--- config.mk ---
export PLATFORM = sky130hd
export DESIGN_NAME = sprite_blitter
export DESIGN_NICKNAME = d
export VERILOG_FILES = /design/src/rtl/sprite_blitter_pkg.sv /design/src/rtl/sprite_blitter_addr_counter.sv /design/src/rtl/sprite_blitter.sv
export SDC_FILE = /design/constraint.sdc
export NUM_CORES = 1
export LEC_CHECK = 0
export BUFFER_PORTS_ARGS = -buffer_cell sky130_fd_sc_hd__buf_2
export CAP_MARGIN = 20
export CELL_PAD_IN_SITES_DETAIL_PLACEMENT = 1
export CELL_PAD_IN_SITES_GLOBAL_PLACEMENT = 1
export CORE_UTILIZATION = 35
export CTS_BUF_LIST = sky130_fd_sc_hd__clkbuf_8
export DETAILED_ROUTE_END_ITERATION = 6
export PLACE_DENSITY = 0.79
export SLEW_MARGIN = 20
export SYNTH_ARGS = -nofsm -noshare
export SYNTH_HDL_FRONTEND = slang
export SYNTH_SLANG_ARGS = --single-unit
--- constraint.sdc ---
create_clock -name clock -period 7.8 [get_ports clock]
set_clock_uncertainty 0.05 [all_clocks]
set_input_delay 0.39 -clock clock [delete_from_list [all_inputs] [get_ports clock]]
set_output_delay 0.39 -clock clock [all_outputs]
set_load 0.05 [all_outputs]
--- src/rtl/sprite_blitter_pkg.sv ---
// Shared definitions for the sprite blitter: state encoding, screen geometry,
// transparent colour and the sprite ids used by the game's draw commands.
package sprite_blitter_pkg;

  typedef enum logic [1:0] {
    ST_IDLE  = 2'd0,
    ST_RUN   = 2'd1,
    ST_FLUSH = 2'd2,
    ST_DONE  = 2'd3
  } blit_state_t;

  localparam logic [2:0] DEF_TRANSPARENT = 3'b101;
  localparam int         DEF_SCREEN_W    = 160;
  localparam int         DEF_SCREEN_H    = 120;

  localparam logic [3:0] TILE_FLOOR = 4'd0;
  localparam logic [3:0] TILE_WALL  = 4'd1;
  localparam logic [3:0] TILE_CRATE = 4'd2;
  localparam logic [3:0] EXPLOSION  = 4'd3;
  localparam logic [3:0] BOMB       = 4'd4;
  localparam logic [3:0] P1         = 4'd5;
  localparam logic [3:0] P2         = 4'd6;
  localparam logic [3:0] HEART      = 4'd7;

endpackage

--- src/rtl/sprite_blitter_addr_counter.sv ---
// Row/column raster counter with a last-pixel flag; also usable for a
// full-screen copy by widening COL_W/ROW_W.
module blit_addr_counter #(
  parameter int COL_W = 4,
  parameter int ROW_W = 4
) (
  input  logic             clock,
  input  logic             reset,
  input  logic             clear,
  input  logic             enable,
  output logic [ROW_W-1:0] row,
  output logic [COL_W-1:0] col,
  output logic             last
);

  always_ff @(posedge clock or posedge reset) begin
    if (reset) begin
      row <= '0;
      col <= '0;
    end else if (clear) begin
      row <= '0;
      col <= '0;
    end else if (enable) begin
      col <= col + 1'b1;
      if (&col) row <= row + 1'b1;
    end
  end

  assign last = (&row) & (&col);

endmodule

--- src/rtl/sprite_blitter.sv ---
// Copies one sprite from the sprite ROM into the frame buffer at a latched
// origin, clipping to the screen and skipping transparent pixels unless black.
module sprite_blitter
  import sprite_blitter_pkg::*;
#(
  parameter int                  SPRITE_W    = 16,
  parameter int                  SPRITE_H    = 16,
  parameter int                  SCREEN_W    = DEF_SCREEN_W,
  parameter int                  SCREEN_H    = DEF_SCREEN_H,
  parameter int                  X_W         = 8,
  parameter int                  Y_W         = 7,
  parameter int                  COLOR_W     = 3,
  parameter int                  ID_W        = 4,
  parameter logic [COLOR_W-1:0]  TRANSPARENT = DEF_TRANSPARENT,
  localparam int                 COL_W       = $clog2(SPRITE_W),
  localparam int                 ROW_W       = $clog2(SPRITE_H),
  localparam int                 ROM_AW      = ID_W + ROW_W + COL_W,
  localparam int                 BUF_AW      = $clog2(SCREEN_W * SCREEN_H)
) (
  input  logic               clock,
  input  logic               reset,
  input  logic               draw_req,
  input  logic [ID_W-1:0]    sprite_id,
  input  logic [X_W-1:0]     origin_x,
  input  logic [Y_W-1:0]     origin_y,
  input  logic               black,
  output logic [ROM_AW-1:0]  rom_addr,
  input  logic [COLOR_W-1:0] rom_data,
  output logic [BUF_AW-1:0]  buf_addr,
  output logic [COLOR_W-1:0] buf_data,
  output logic               buf_we,
  output logic               finished,
  output logic               busy
);

  localparam logic [X_W:0] SCR_W_C = (X_W+1)'(SCREEN_W);
  localparam logic [Y_W:0] SCR_H_C = (Y_W+1)'(SCREEN_H);

  blit_state_t state_q, state_d;
  logic latch_en, cnt_en;

  logic [ID_W-1:0] id_l;
  logic [X_W-1:0]  ox_l;
  logic [Y_W-1:0]  oy_l;
  logic            black_l;

  logic [ROW_W-1:0] row;
  logic [COL_W-1:0] col;
  logic             last;

  logic [X_W:0] x_sum, x_p1;
  logic [Y_W:0] y_sum, y_p1;
  logic         in_p1, vld_p1;

  function automatic logic pixel_written(input logic force_black,
                                         input logic [COLOR_W-1:0] color);
    return force_black | (color != TRANSPARENT);
  endfunction

  always_ff @(posedge clock or posedge reset) begin
    if (reset) state_q <= ST_IDLE;
    else       state_q <= state_d;
  end

  always_comb begin
    state_d  = state_q;
    latch_en = 1'b0;
    cnt_en   = 1'b0;
    case (state_q)
      ST_IDLE: begin
        if (draw_req) begin
          latch_en = 1'b1;
          state_d  = ST_RUN;
        end
      end
      ST_RUN: begin
        cnt_en = 1'b1;
        if (last) state_d = ST_FLUSH;
      end
      ST_FLUSH: state_d = ST_DONE;
      ST_DONE:  state_d = ST_IDLE;
      default:  state_d = ST_IDLE;
    endcase
  end

  always_ff @(posedge clock) begin
    if (latch_en) begin
      id_l    <= sprite_id;
      ox_l    <= origin_x;
      oy_l    <= origin_y;
      black_l <= black;
    end
  end

  blit_addr_counter #(
    .COL_W (COL_W),
    .ROW_W (ROW_W)
  ) u_counter (
    .clock  (clock),
    .reset  (reset),
    .clear  (latch_en),
    .enable (cnt_en),
    .row    (row),
    .col    (col),
    .last   (last)
  );

  // Stage p0: ROM address and destination coordinates (one spare bit, no wrap)
  assign rom_addr = (state_q == ST_RUN) ? {id_l, row, col} : '0;
  assign x_sum    = {1'b0, ox_l} + (X_W+1)'(col);
  assign y_sum    = {1'b0, oy_l} + (Y_W+1)'(row);

  // Stage p1: ROM data arrives alongside the registered destination
  always_ff @(posedge clock or posedge reset) begin
    if (reset) vld_p1 <= 1'b0;
    else       vld_p1 <= (state_q == ST_RUN);
  end

  always_ff @(posedge clock) begin
    x_p1  <= x_sum;
    y_p1  <= y_sum;
    in_p1 <= (x_sum < SCR_W_C) && (y_sum < SCR_H_C);
  end

  assign buf_addr = vld_p1 ? (BUF_AW'(y_p1) * BUF_AW'(SCREEN_W) + BUF_AW'(x_p1)) : '0;
  assign buf_data = (vld_p1 && !black_l) ? rom_data : '0;
  assign buf_we   = vld_p1 & in_p1 & pixel_written(black_l, rom_data);

  assign finished = (state_q == ST_DONE);
  assign busy     = (state_q == ST_RUN) || (state_q == ST_FLUSH);

endmodule

==> metrics.csv <==
stage,metric,value,unit
clocking,post_cts resized,0,
synth,Post-Syn Nets,313,
synth,sequential fraction of the synthesis area,45.0,%
setup_path,Worst R2R End,u_counter.row[3]$_DFFE_PP0P_,
finish,Final Cell Area,3270,sq um
finish,Syn-to-layout area delta,19.1,%
setup_path,flop2flop setup slack,5.59,ns
clocking,clk sinks,49,
setup_path,data required time of the worst path,7.36,ns
die,die area,8200,sq um
synth,syn avg cell area,10.9,sq um
setup_path,startpoint types,register,
synth,area fraction of the dominant cell type after synthesis,21.9,%
clocking,root buf cell,clkbuf_8,
global_routing,Congestion Overflow GR,0,
global_routing,largest net degree at the start of global routing,29,
routing,metal3 WL,249,um
synth,Synth Area in XOR/XNOR,7.33,%
routing,Routed WL,5810,um
finish,Register Area,1240,sq um
timing,post-route setup TNS,0,ns
synth,post-synthesis adder-cell area fraction,17.0,%
timing,Peak Freq,294,MHz
timing,RSZ-0062 raised after global routing,no,
timing,number of setup violations in the final report,0,
setup_path,Crit Path Category,reg2out,
timing,WHS,0.0261,ns
job,max_cap viols,0,
synth,number of synthesized flops with an enable pin,20,
clocking,post-CTS setup buffers,0,
timing,period utilisation layout,43.7,%
clocking,TritonCTS buffer count,5,
timing,worst-margin pin slew,0.627,ns
die,initial core utilization,37.1,%
die,Ports,59,
synth,"Warnings, synthesis",0,
timing,minimum clock period,3.41,ns
synth,post-synth top area cell,edfxtp_1,
placement,Placed Area,3150,sq um
routing,via count of the routed design,2004,
synth,Syn Inst Count,252,
setup_path,worst-path maximum fanout,3,
global_routing,GRT Util Overall,15.1,%
run_status,outcome,finished clean,
timing,Fin. Hold Viols,0,
clocking,TritonCTS clock tree,yes,
routing,post-route ant nets,0,
placement,Final GP Congestion,0.754,
routing,DR top layer,met4,
setup_path,Worst Reg-to-Reg Cells,7,
worst_hold_path,Worst Hold Class,in2async,
setup_path,critical path endpoint category,primary output,
synth,Synth Cell Area,2750,sq um
global_routing,number of global-route vias before repair,2125,
routing,Initial DRC Count,60,
placement,final HPWL from detailed placement,4590,um
power,VDD IR-drop max,211,uV
synth,leading post-synthesis cells by cell area,"edfxtp_1 (22%), ha_1 (14%), dfxtp_1 (13%), dfrtp_1 (10%), and2_1 (5.2%)",
synth,complex-gate fraction of the synthesized area,9.93,%
finish,# diodes,0,
routing,Routed met1 length,2560,um
setup_path,Crit Reg-Reg Startpoint,state_q[1]$_DFFE_PP0P_,
routing,Avg Vias per Cell,4.84,
power,PwrDens,347,nW/um^2
clocking,hold buffers post-CTS,0,
synth,Yosys cell types,44,
synth,top_reg_cell synth,edfxtp_1,
timing,Worst slew margin,58.2,%
routing,met2 WL,2940,um
global_routing,initial antenna violation count,0,
clocking,Max clock buf depth,2,
synth,#FFs+latches synth,49,
setup_path,crit path DAT,2.97,ns
routing,drt pass-1 iters,4,
die,# rows,31,
routing,DRC,0,
finish,multi-input logic area,1450,sq um
synth,multiplexer share of the synthesized area,1.55,%
synth,"FFs w/ async S/R, synth",22.4,%
timing,final number of max-transition violations,0,
routing,WL/cell,14.0,um
power,Leak,1.56,nW
finish,final core occ,44.1,%
finish,# fillers,861,
die,Die Span Y,90.6,um
synth,largest family of logic cells by synthesized area,adder cells,
finish,share of cells above drive strength 1,23.5,%
global_routing,first-pass GRT wire length,9940,um
die,Core ar.,7410,sq um
synth,Synth Area in Simple Gates,16.8,%
clocking,H-tree lvl count,2,
clocking,clock-pin slew on the worst setup and hold paths,0.09,ns
placement,Port-buffer cells,58,
clocking,"Clk Latency, worst-skew pair",0.30,ns
die,die width,90.6,um
finish,Layout Nets,375,
==> flip-flops by register name (all words and copies together), names as in the netlist <==
| name | cells |
|---|---|
| y_p1 | 8 |
| u_counter.col | 4 |
| black_l | 1 |
| id_l | 4 |
| vld_p1 | 1 |
| ox_l | 8 |
| x_p1 | 9 |
| in_p1 | 1 |
| oy_l | 7 |
| state_q | 2 |
| u_counter.row | 4 |
==> metrics by stage <==
stage	power (mW)	std cells	worst slack [ns]
after floorplan	0.831	252	4.76
after global placement	0.940	406	4.78
after detailed placement	0.960	406	4.71
after CTS	1.15	414	4.37
after global routing	1.22	414	4.28
final	1.14	414	4.39
==> cells in the mapped netlist (4+ instances only) <==
cell	n
xnor2_1	13
nor2b_1	5
a21oi_1	9
dfrtp_1	11
a21o_1	7
fa_1	4
dfxtp_1	18
o21ai_0	7
xor2_1	10
nor2_1	26
ha_1	31
nand2_1	10
inv_1	13
edfxtp_1	20
nor3_1	4
and2_1	23
==> layout by cell type, fill, tap and decap left out, types with 6 or more instances in the layout <==
master     n
a21oi_1    9
clkbuf_8   6
a21o_1     7
xnor2_1   13
edfxtp_1  20
xor2_1    10
nor2_1    26
dfxtp_1   18
buf_2     58
o21ai_0    7
dfrtp_1   11
and2_1    22
ha_1      31
inv_1     13
nand2_1   10
==> final cells by class <==
| class | instances | area share [%] |
|---|---|---|
| repair buffers | 58 | 8.88 |
| clock inverters | 2 | 1.15 |
| multi-input cells | 186 | 44.3 |
| flip-flops and latches | 49 | 37.8 |
| clock buffers | 6 | 2.52 |
| well taps | 99 | 3.79 |
| inverters | 14 | 1.61 |
==> metal layers <==
layer	vias up	global-route usage, %
li1	1005	-
met2	44	27.1
met5	-	0
met3	5	3.54
met1	950	18.0
met4	0	4.03
==> how the worst max path moves through the flow <==
stage | to | startpoint | slack (ns) | cells past startpoint
final | buf_addr[14] | y_p1[1]$_DFF_P_ | 4.39 | 10
after global routing | buf_addr[14] | y_p1[1]$_DFF_P_ | 4.28 | 10
after CTS | buf_addr[14] | y_p1[1]$_DFF_P_ | 4.37 | 10
after detailed placement | buf_addr[14] | y_p1[1]$_DFF_P_ | 4.71 | 10
after global placement | buf_addr[14] | y_p1[1]$_DFF_P_ | 4.78 | 10
after floorplan | buf_addr[13] | y_p1[1]$_DFF_P_ | 4.76 | 8
==> logic make-up (layout without fill, tap and decap cells) <==
| logic type | after synthesis | after routing |
|---|---|---|
| adders and majority gates | 35 | 35 |
| buffers and inverters | 17 | 80 |
| muxes | 4 | 4 |
| and+or+nand+nor | 84 | 84 |
| DFF | 49 | 49 |
| xor gates and xnor gates | 23 | 23 |
| AOI/OAI and AO/OA | 40 | 40 |
==> worst max-delay path, stage by stage (launching register included) <==
cell	delay (ns)
dfxtp_1	0.41
ha_1	0.26
ha_1	0.21
inv_1	0.07
fa_1	0.24
nor2b_4	0.05
o31a_1	0.27
or4b_4	0.50
and4_4	0.19
mux2_2	0.25
buf_2	0.21
==> power breakdown <==
group	switching [mW]	internal (mW)
clock	0.0851	0.104
combinational	0.383	0.187
sequential	0.0450	0.332
(Power assumes the default switching activity.)
